===== config.mk =====
export PLATFORM = sky130hd
export DESIGN_NAME = bus_stepper
export DESIGN_NICKNAME = d
export VERILOG_FILES = /design/src/rtl/stepper_pkg.sv /design/src/rtl/step_debouncer.sv /design/src/rtl/bus_stepper.sv
export SDC_FILE = /design/constraint.sdc
export NUM_CORES = 1
export LEC_CHECK = 0
export ABC_AREA = 1
export CELL_PAD_IN_SITES_DETAIL_PLACEMENT = 0
export CELL_PAD_IN_SITES_GLOBAL_PLACEMENT = 1
export CORE_MARGIN = 2
export CORE_UTILIZATION = 25
export DETAILED_ROUTE_END_ITERATION = 16
export PLACE_DENSITY_LB_ADDON = 0.1
export SLEW_MARGIN = 30
export SYNTH_ARGS = -nofsm -noshare
export SYNTH_HDL_FRONTEND = slang
export SYNTH_SLANG_ARGS = --single-unit

===== constraint.sdc =====
create_clock -name MCLK_IN -period 4.7 [get_ports MCLK_IN]
set_input_delay 0.47 -clock MCLK_IN [delete_from_list [all_inputs] [get_ports MCLK_IN]]
set_output_delay 0.47 -clock MCLK_IN [all_outputs]
set_load 0.01 [all_outputs]

===== src/rtl/stepper_pkg.sv =====
// Shared definitions for the bus stepper.
//   MODE_*    : encodings of the 2-bit mode select
//   state_t   : grant FSM states (S_WAIT idle/withholding, S_EXEC cycle granted)
//   debounce_w: width of the debounce stability counter for a given length
package stepper_pkg;

  localparam logic [1:0] MODE_RUN   = 2'b00;
  localparam logic [1:0] MODE_STEP  = 2'b01;
  localparam logic [1:0] MODE_BURST = 2'b10;
  localparam logic [1:0] MODE_BREAK = 2'b11;

  typedef enum logic {
    S_WAIT = 1'b0,
    S_EXEC = 1'b1
  } state_t;

  // clog2(n+1), never less than 1 so a bypassed filter still has a legal width.
  function automatic int debounce_w(input int n);
    int w;
    w = $clog2(n + 1);
    return (w < 1) ? 1 : w;
  endfunction

endpackage


===== src/rtl/step_debouncer.sv =====
// Step switch conditioner: 2-FF synchroniser, stability filter and a
// one-clock pulse on the rising edge of the filtered level.
// All state changes on the falling edge of clk.
//   clk        : master clock (falling-edge active)
//   rst_n      : asynchronous active-low reset
//   step_raw   : raw push-switch, asynchronous, active-high
//   step_pulse : high for one clock after the filtered level rises
// DEBOUNCE_CYCLES = 0 bypasses the filter (synchroniser only).
module step_debouncer
  import stepper_pkg::*;
#(
  parameter int DEBOUNCE_CYCLES = 1024
) (
  input  logic clk,
  input  logic rst_n,
  input  logic step_raw,
  output logic step_pulse
);

  localparam int DW = debounce_w(DEBOUNCE_CYCLES);

  logic sync1, sync2;
  logic level, level_q;

  always_ff @(negedge clk or negedge rst_n) begin
    if (!rst_n) begin
      sync1 <= 1'b0;
      sync2 <= 1'b0;
    end else begin
      sync1 <= step_raw;
      sync2 <= sync1;
    end
  end

  generate
    if (DEBOUNCE_CYCLES == 0) begin : g_bypass
      assign level = sync2;
    end else begin : g_filter
      localparam logic [DW-1:0] LAST = DW'(DEBOUNCE_CYCLES - 1);
      logic [DW-1:0] cnt;
      logic          level_r;

      // The level flips on the DEBOUNCE_CYCLES-th consecutive edge that the
      // synchronised input disagrees with it; any agreement restarts the run.
      always_ff @(negedge clk or negedge rst_n) begin
        if (!rst_n) begin
          cnt     <= '0;
          level_r <= 1'b0;
        end else if (sync2 != level_r) begin
          if (cnt == LAST) begin
            level_r <= sync2;
            cnt     <= '0;
          end else begin
            cnt <= cnt + 1'b1;
          end
        end else begin
          cnt <= '0;
        end
      end

      assign level = level_r;
    end
  endgenerate

  always_ff @(negedge clk or negedge rst_n) begin
    if (!rst_n) level_q <= 1'b0;
    else        level_q <= level;
  end

  assign step_pulse = level & ~level_q;

endmodule


===== src/rtl/bus_stepper.sv =====
// Bus-cycle stepper: gates each CPU bus cycle (one ENABLE_IN high span) onto
// ENABLE_EXECUTE according to MODE_IN (free run, single step, N-cycle burst,
// run-to-breakpoint). State changes on the falling edge of MCLK_IN.
//   MCLK_IN        : master clock
//   RUN_IN         : asynchronous active-low reset
//   MODE_IN        : 00 RUN, 01 STEP, 10 BURST, 11 BREAK
//   STEP_IN        : raw step switch
//   ENABLE_IN      : bus cycle request, high for one cycle
//   BURST_LEN_IN   : cycles granted per press in BURST mode (0 means 1)
//   ADDR_IN        : CPU address, valid while ENABLE_IN is high
//   BREAK_ADDR_IN  : breakpoint address
//   ENABLE_EXECUTE : registered grant for the current bus cycle
//   PAUSED         : registered, a cycle is requested but withheld
//   BREAK_HIT      : registered, breakpoint match latched
//   CYCLE_CNT      : granted cycles, modulo 2^CNT_W
// Optional feature macro: BUS_STEPPER_BREAKPOINT_EN enables BREAK mode;
// without it mode 11 runs free and BREAK_HIT is 0.
//
// Handshake: a request is the ENABLE_IN high span. The grant is sampled on
// the first edge of the span only (S_WAIT); once granted, ENABLE_EXECUTE
// follows the span until ENABLE_IN is seen low, so one span gets at most one
// grant and a new span needs ENABLE_IN low for at least one edge.
module bus_stepper
  import stepper_pkg::*;
#(
  parameter int CNT_W           = 8,
  parameter int ADDR_W          = 24,
  parameter int DEBOUNCE_CYCLES = 1024
) (
  input  logic              MCLK_IN,
  input  logic              RUN_IN,
  input  logic [1:0]        MODE_IN,
  input  logic              STEP_IN,
  input  logic              ENABLE_IN,
  input  logic [CNT_W-1:0]  BURST_LEN_IN,
  input  logic [ADDR_W-1:0] ADDR_IN,
  input  logic [ADDR_W-1:0] BREAK_ADDR_IN,
  output logic              ENABLE_EXECUTE,
  output logic              PAUSED,
  output logic              BREAK_HIT,
  output logic [CNT_W-1:0]  CYCLE_CNT
);

  state_t           state;
  logic [CNT_W-1:0] credit;
  logic             brk_hit_q;
  logic             step_evt;

  logic             run_like;     // grants without credit
  logic             credit_mode;  // grants consume credit, steps load it
  logic             brk_match;
  logic             allow;
  logic             take_credit;
  logic             load_credit;
  logic [CNT_W-1:0] load_val;

  step_debouncer #(
    .DEBOUNCE_CYCLES(DEBOUNCE_CYCLES)
  ) u_debouncer (
    .clk       (MCLK_IN),
    .rst_n     (RUN_IN),
    .step_raw  (STEP_IN),
    .step_pulse(step_evt)
  );

  always_comb begin
    run_like    = 1'b0;
    credit_mode = 1'b0;
    brk_match   = 1'b0;
    case (MODE_IN)
      MODE_RUN:              run_like    = 1'b1;
      MODE_STEP, MODE_BURST: credit_mode = 1'b1;
      default: begin
`ifdef BUS_STEPPER_BREAKPOINT_EN
        // After a hit the block single-steps; the stepped cycle is not
        // compared again, so it cannot re-trigger.
        if (brk_hit_q) begin
          credit_mode = 1'b1;
        end else begin
          run_like  = 1'b1;
          brk_match = (ADDR_IN == BREAK_ADDR_IN);
        end
`else
        run_like = 1'b1;
`endif
      end
    endcase

    allow       = credit_mode ? (credit != '0) : (run_like && !brk_match);
    take_credit = (state == S_WAIT) && ENABLE_IN && credit_mode && (credit != '0);
    // A step landing on a grant edge only loads an empty counter, so the
    // grant always sees the old credit.
    load_credit = step_evt && credit_mode && (credit == '0);
    if (MODE_IN == MODE_BURST)
      load_val = (BURST_LEN_IN == '0) ? CNT_W'(1) : BURST_LEN_IN;
    else
      load_val = CNT_W'(1);
  end

  always_ff @(negedge MCLK_IN or negedge RUN_IN) begin
    if (!RUN_IN) begin
      state          <= S_WAIT;
      credit         <= '0;
      ENABLE_EXECUTE <= 1'b0;
      PAUSED         <= 1'b0;
      CYCLE_CNT      <= '0;
    end else begin
      if (!credit_mode)     credit <= '0;
      else if (take_credit) credit <= credit - 1'b1;
      else if (load_credit) credit <= load_val;

      case (state)
        S_WAIT: begin
          if (ENABLE_IN) begin
            if (allow) begin
              ENABLE_EXECUTE <= 1'b1;
              PAUSED         <= 1'b0;
              CYCLE_CNT      <= CYCLE_CNT + 1'b1;
              state          <= S_EXEC;
            end else begin
              PAUSED <= 1'b1;
            end
          end else begin
            PAUSED <= 1'b0;
          end
        end
        S_EXEC: begin
          if (!ENABLE_IN) begin
            ENABLE_EXECUTE <= 1'b0;
            state          <= S_WAIT;
          end
        end
        default: state <= S_WAIT;
      endcase
    end
  end

`ifdef BUS_STEPPER_BREAKPOINT_EN
  always_ff @(negedge MCLK_IN or negedge RUN_IN) begin
    if (!RUN_IN) begin
      brk_hit_q <= 1'b0;
    end else if (MODE_IN != MODE_BREAK) begin
      brk_hit_q <= 1'b0;
    end else if ((state == S_WAIT) && ENABLE_IN) begin
      if (allow)          brk_hit_q <= 1'b0;
      else if (brk_match) brk_hit_q <= 1'b1;
    end
  end
`else
  logic unused_addr;
  assign unused_addr = ^{ADDR_IN, BREAK_ADDR_IN};
  assign brk_hit_q   = 1'b0;
`endif

  assign BREAK_HIT = brk_hit_q;

endmodule


==> impl_metrics.yaml <==
status:
  status: "completed"
clock_network:
  post_cts_buffers: 0
  cts_inserted_buffers: 5
  cts.reportedPaths.clkPinSlew_ns: 0.05
  ctsResizeCount: 0
  cts_tree: "done"
  clock_latency_ns: 0.29
  holdBufCountCts: 0
  clock-sinks: 34
  cts-root-buf: "clkbuf_8"
  htreeDepth: 2
  clockBufferDepth: 2
timing:
  finClkSkew_ns: 0.00192
  slew_headroom_pct: 46.9
  final-setup-viol-count: 0
  rsz0062_at_grt: "false"
  worst_pin_slew_ns: 0.797
  timing_hold_violations_final: 0
  slew_violations: 0
  setup_ws_ns: 0.475
  setup_tns_ns: 0
logic_synthesis:
  synth_flop_cell: "dfrtn_1"
  yosys-top-cells-count: "nand2_1, dfrtn_1, nor2_1"
  synth_area_um2: 2000
  syn_nets: 315
  avgSynthCellArea_um2: 8.06
  ys_ff_latch: 34
  async_reset_ff_share_pct: 100
  synth-edff-count: 0
  synth_cells: 248
  yosys.area.top_type: "dfrtn_1"
  yosysTopAreaCellShare_pct: 42.6
  synth_most_common_cell: "nand2_1"
  yosys_warnings: 0
  yosysSeqAreaShare_pct: 42.6
  ys_top_cells_by_area: "dfrtn_1, nand2_1, nor2_1"
  yosysUniqueCellTypes: 31
cells_and_area:
  num-nets-final: 346
  antenna_cells: 0
  drive_above_1_share_pct: 14.6
  nFillCells: 837
  area_growth_pct: 23.0
  final_util_pct: 31.8
placed_design:
  hpwlAfterDp_um: 3240
  pre_cts_slack_ns: 0.160
  portBuffers: 23
  routabilityCongestion: 0.760
worst_setup_path:
  cp.arrival_ns: 2.02
  start_kind: "primary input"
  end_kind: "register"
  max_stage_delay_ns: 0.45
  slowest_stage: "clkdlybuf4s50_1"
  crit_family: "buffers and inverters"
  ff2ff_setup_slack_ns: 2.96
  crit_type: "in2reg"
  worstPathMaxFanout: 9
  path_cells: "clkdlybuf4s50_1 -> inv_1 -> ha_1 -> inv_1 -> nand2_2 -> inv_2 -> o21ai_4 -> buf_4 -> nand2_1 -> nand4_1 -> nand2_1"
  required_ns: 2.49
  cp.buffers_inverters: 5
route:
  post-route-drc-count: 0
  via_count: 1614
  wl_per_cell_um: 11.6
  first_iter_violations: 47
  firstDrtPassIters: 4
  via_per_inst: 4.23
  routed_wl_um: 4440
  ant_nets: 0
floorplan:
  die_y_um: 93.4
  die_w_um: 93.4
  pin_count: 73
  initial_utilization_pct: 25.9
  core_um2: 7730
  fp-row-count: 32
  dieArea_um2: 8730
power:
  ir_drop_mv: 0.207
  total_power_w: 0.00122
  p_leak_nw: 1.15
  pwr_density_cell_nw_per_um2: 496
grt:
  antenna_found_initial: 0
  grt_max_degree: 35
  grt_overflow: 0
  grt_usage_pct: 11.1
  grt_pass1_wl_um: 7630
  first_global_vias: 1611
job:
  drv_cap: 0
hold_path:
  hp-class: "reg2reg"
==> flip-flops by register name, summed over array words and instances (netlist names) <==
register,flops
u_debouncer.level_q,1
ENABLE_EXECUTE,1
credit,8
CYCLE_CNT,8
state,1
u_debouncer.sync2,1
u_debouncer.sync1,1
PAUSED,1
u_debouncer.g_filter.level_r,1
u_debouncer.g_filter.cnt,11
==> per-layer routing <==
layer | wire length, µm | vias up | track usage (%) | share of wire, %
met5 | 0 | - | 0 | 0
met4 | 63 | 0 | 3.68 | 1.4
met3 | 154 | 6 | 2.26 | 3.5
met2 | 2050 | 21 | 18.5 | 46
met1 | 2160 | 732 | 14.3 | 49
li1 | - | 855 | - | -
==> final cells by class <==
cell class | count | area (µm²) | share of cell area (%)
Clock buffer | 8 | 110 | 4.48
Tap cell | 102 | 128 | 5.19
Timing Repair Buffer | 28 | 263 | 10.7
Inverter | 29 | 109 | 4.43
Sequential cell | 34 | 851 | 34.6
Multi-Input combinational cell | 181 | 998 | 40.6
==> worst register-to-register path: cells and delay by family, from the launching register on <==
kind          cells  cell delay (ns)
fa+ha+maj         1             0.22
simple gates      6             0.82
flops             1             0.49
buf+inv           1             0.05
==> metrics by stage <==
stage / hold slack (ns) / std cells / area (µm²)
6_report: 0.295 / 382 / 2460
5_1_grt: 0.302 / 382 / 2460
4_1_cts: 0.295 / 382 / 2460
3_5_place_dp: 0.295 / 374 / 2350
3_3_place_gp: 0.296 / 374 / 2350
2_1_floorplan: 0.292 / 248 / 2000
==> cell families (layout without fill, tap and decap cells) <==
kind of cell / after synthesis / after routing / synth area share (%)
AO/OA/AOI/OAI: 24 / 24 / 8.45
XOR/XNOR: 9 / 9 / 3.94
adder cells (fa/ha/maj): 5 / 5 / 3.13
buffers and inverters: 33 / 65 / 7.51
flip-flops: 34 / 34 / 42.6
other: 1 / 1 / 0.188
AND/OR/NAND/NOR: 142 / 142 / 34.2
==> power by group <==
group          internal, W  switching, W  total [W]  leakage [nW]
clock             0.000148      0.000107   0.000255        0.0575
sequential        0.000360     0.0000740   0.000434         0.451
combinational     0.000220      0.000311   0.000531         0.642
total             0.000728      0.000492    0.00122          1.15
==> cells in the final DEF (no fill, tap or decap), drive strengths merged, types with 3 or more instances in the layout <==
master         Yosys  final
nand2             74     74
nand3             17     17
nor3               4      4
buf                4      6
ha                 5      5
a21oi              3      3
xnor2              4      4
o21ai             16     16
dfrtn             34     34
nor2              33     33
clkbuf             0      8
inv               29     29
nand4             11     11
xor2               5      5
clkdlybuf4s50      0     22
==> path summary, 6_finish.rpt <==
kind                       depth (start not counted)                           to                        start
max                                               11                    credit[0]                   MODE_IN[0]
min                                                0            u_debouncer.sync2            u_debouncer.sync1
max reg2reg                                        8  u_debouncer.g_filter.cnt[7]  u_debouncer.g_filter.cnt[0]
min reg2reg                                        0            u_debouncer.sync2            u_debouncer.sync1
max in group asynchronous                          1                    credit[0]                       RUN_IN
min in group asynchronous                          1  u_debouncer.g_filter.cnt[7]                       RUN_IN
Note: power is estimated with default switching activity, not from simulation.
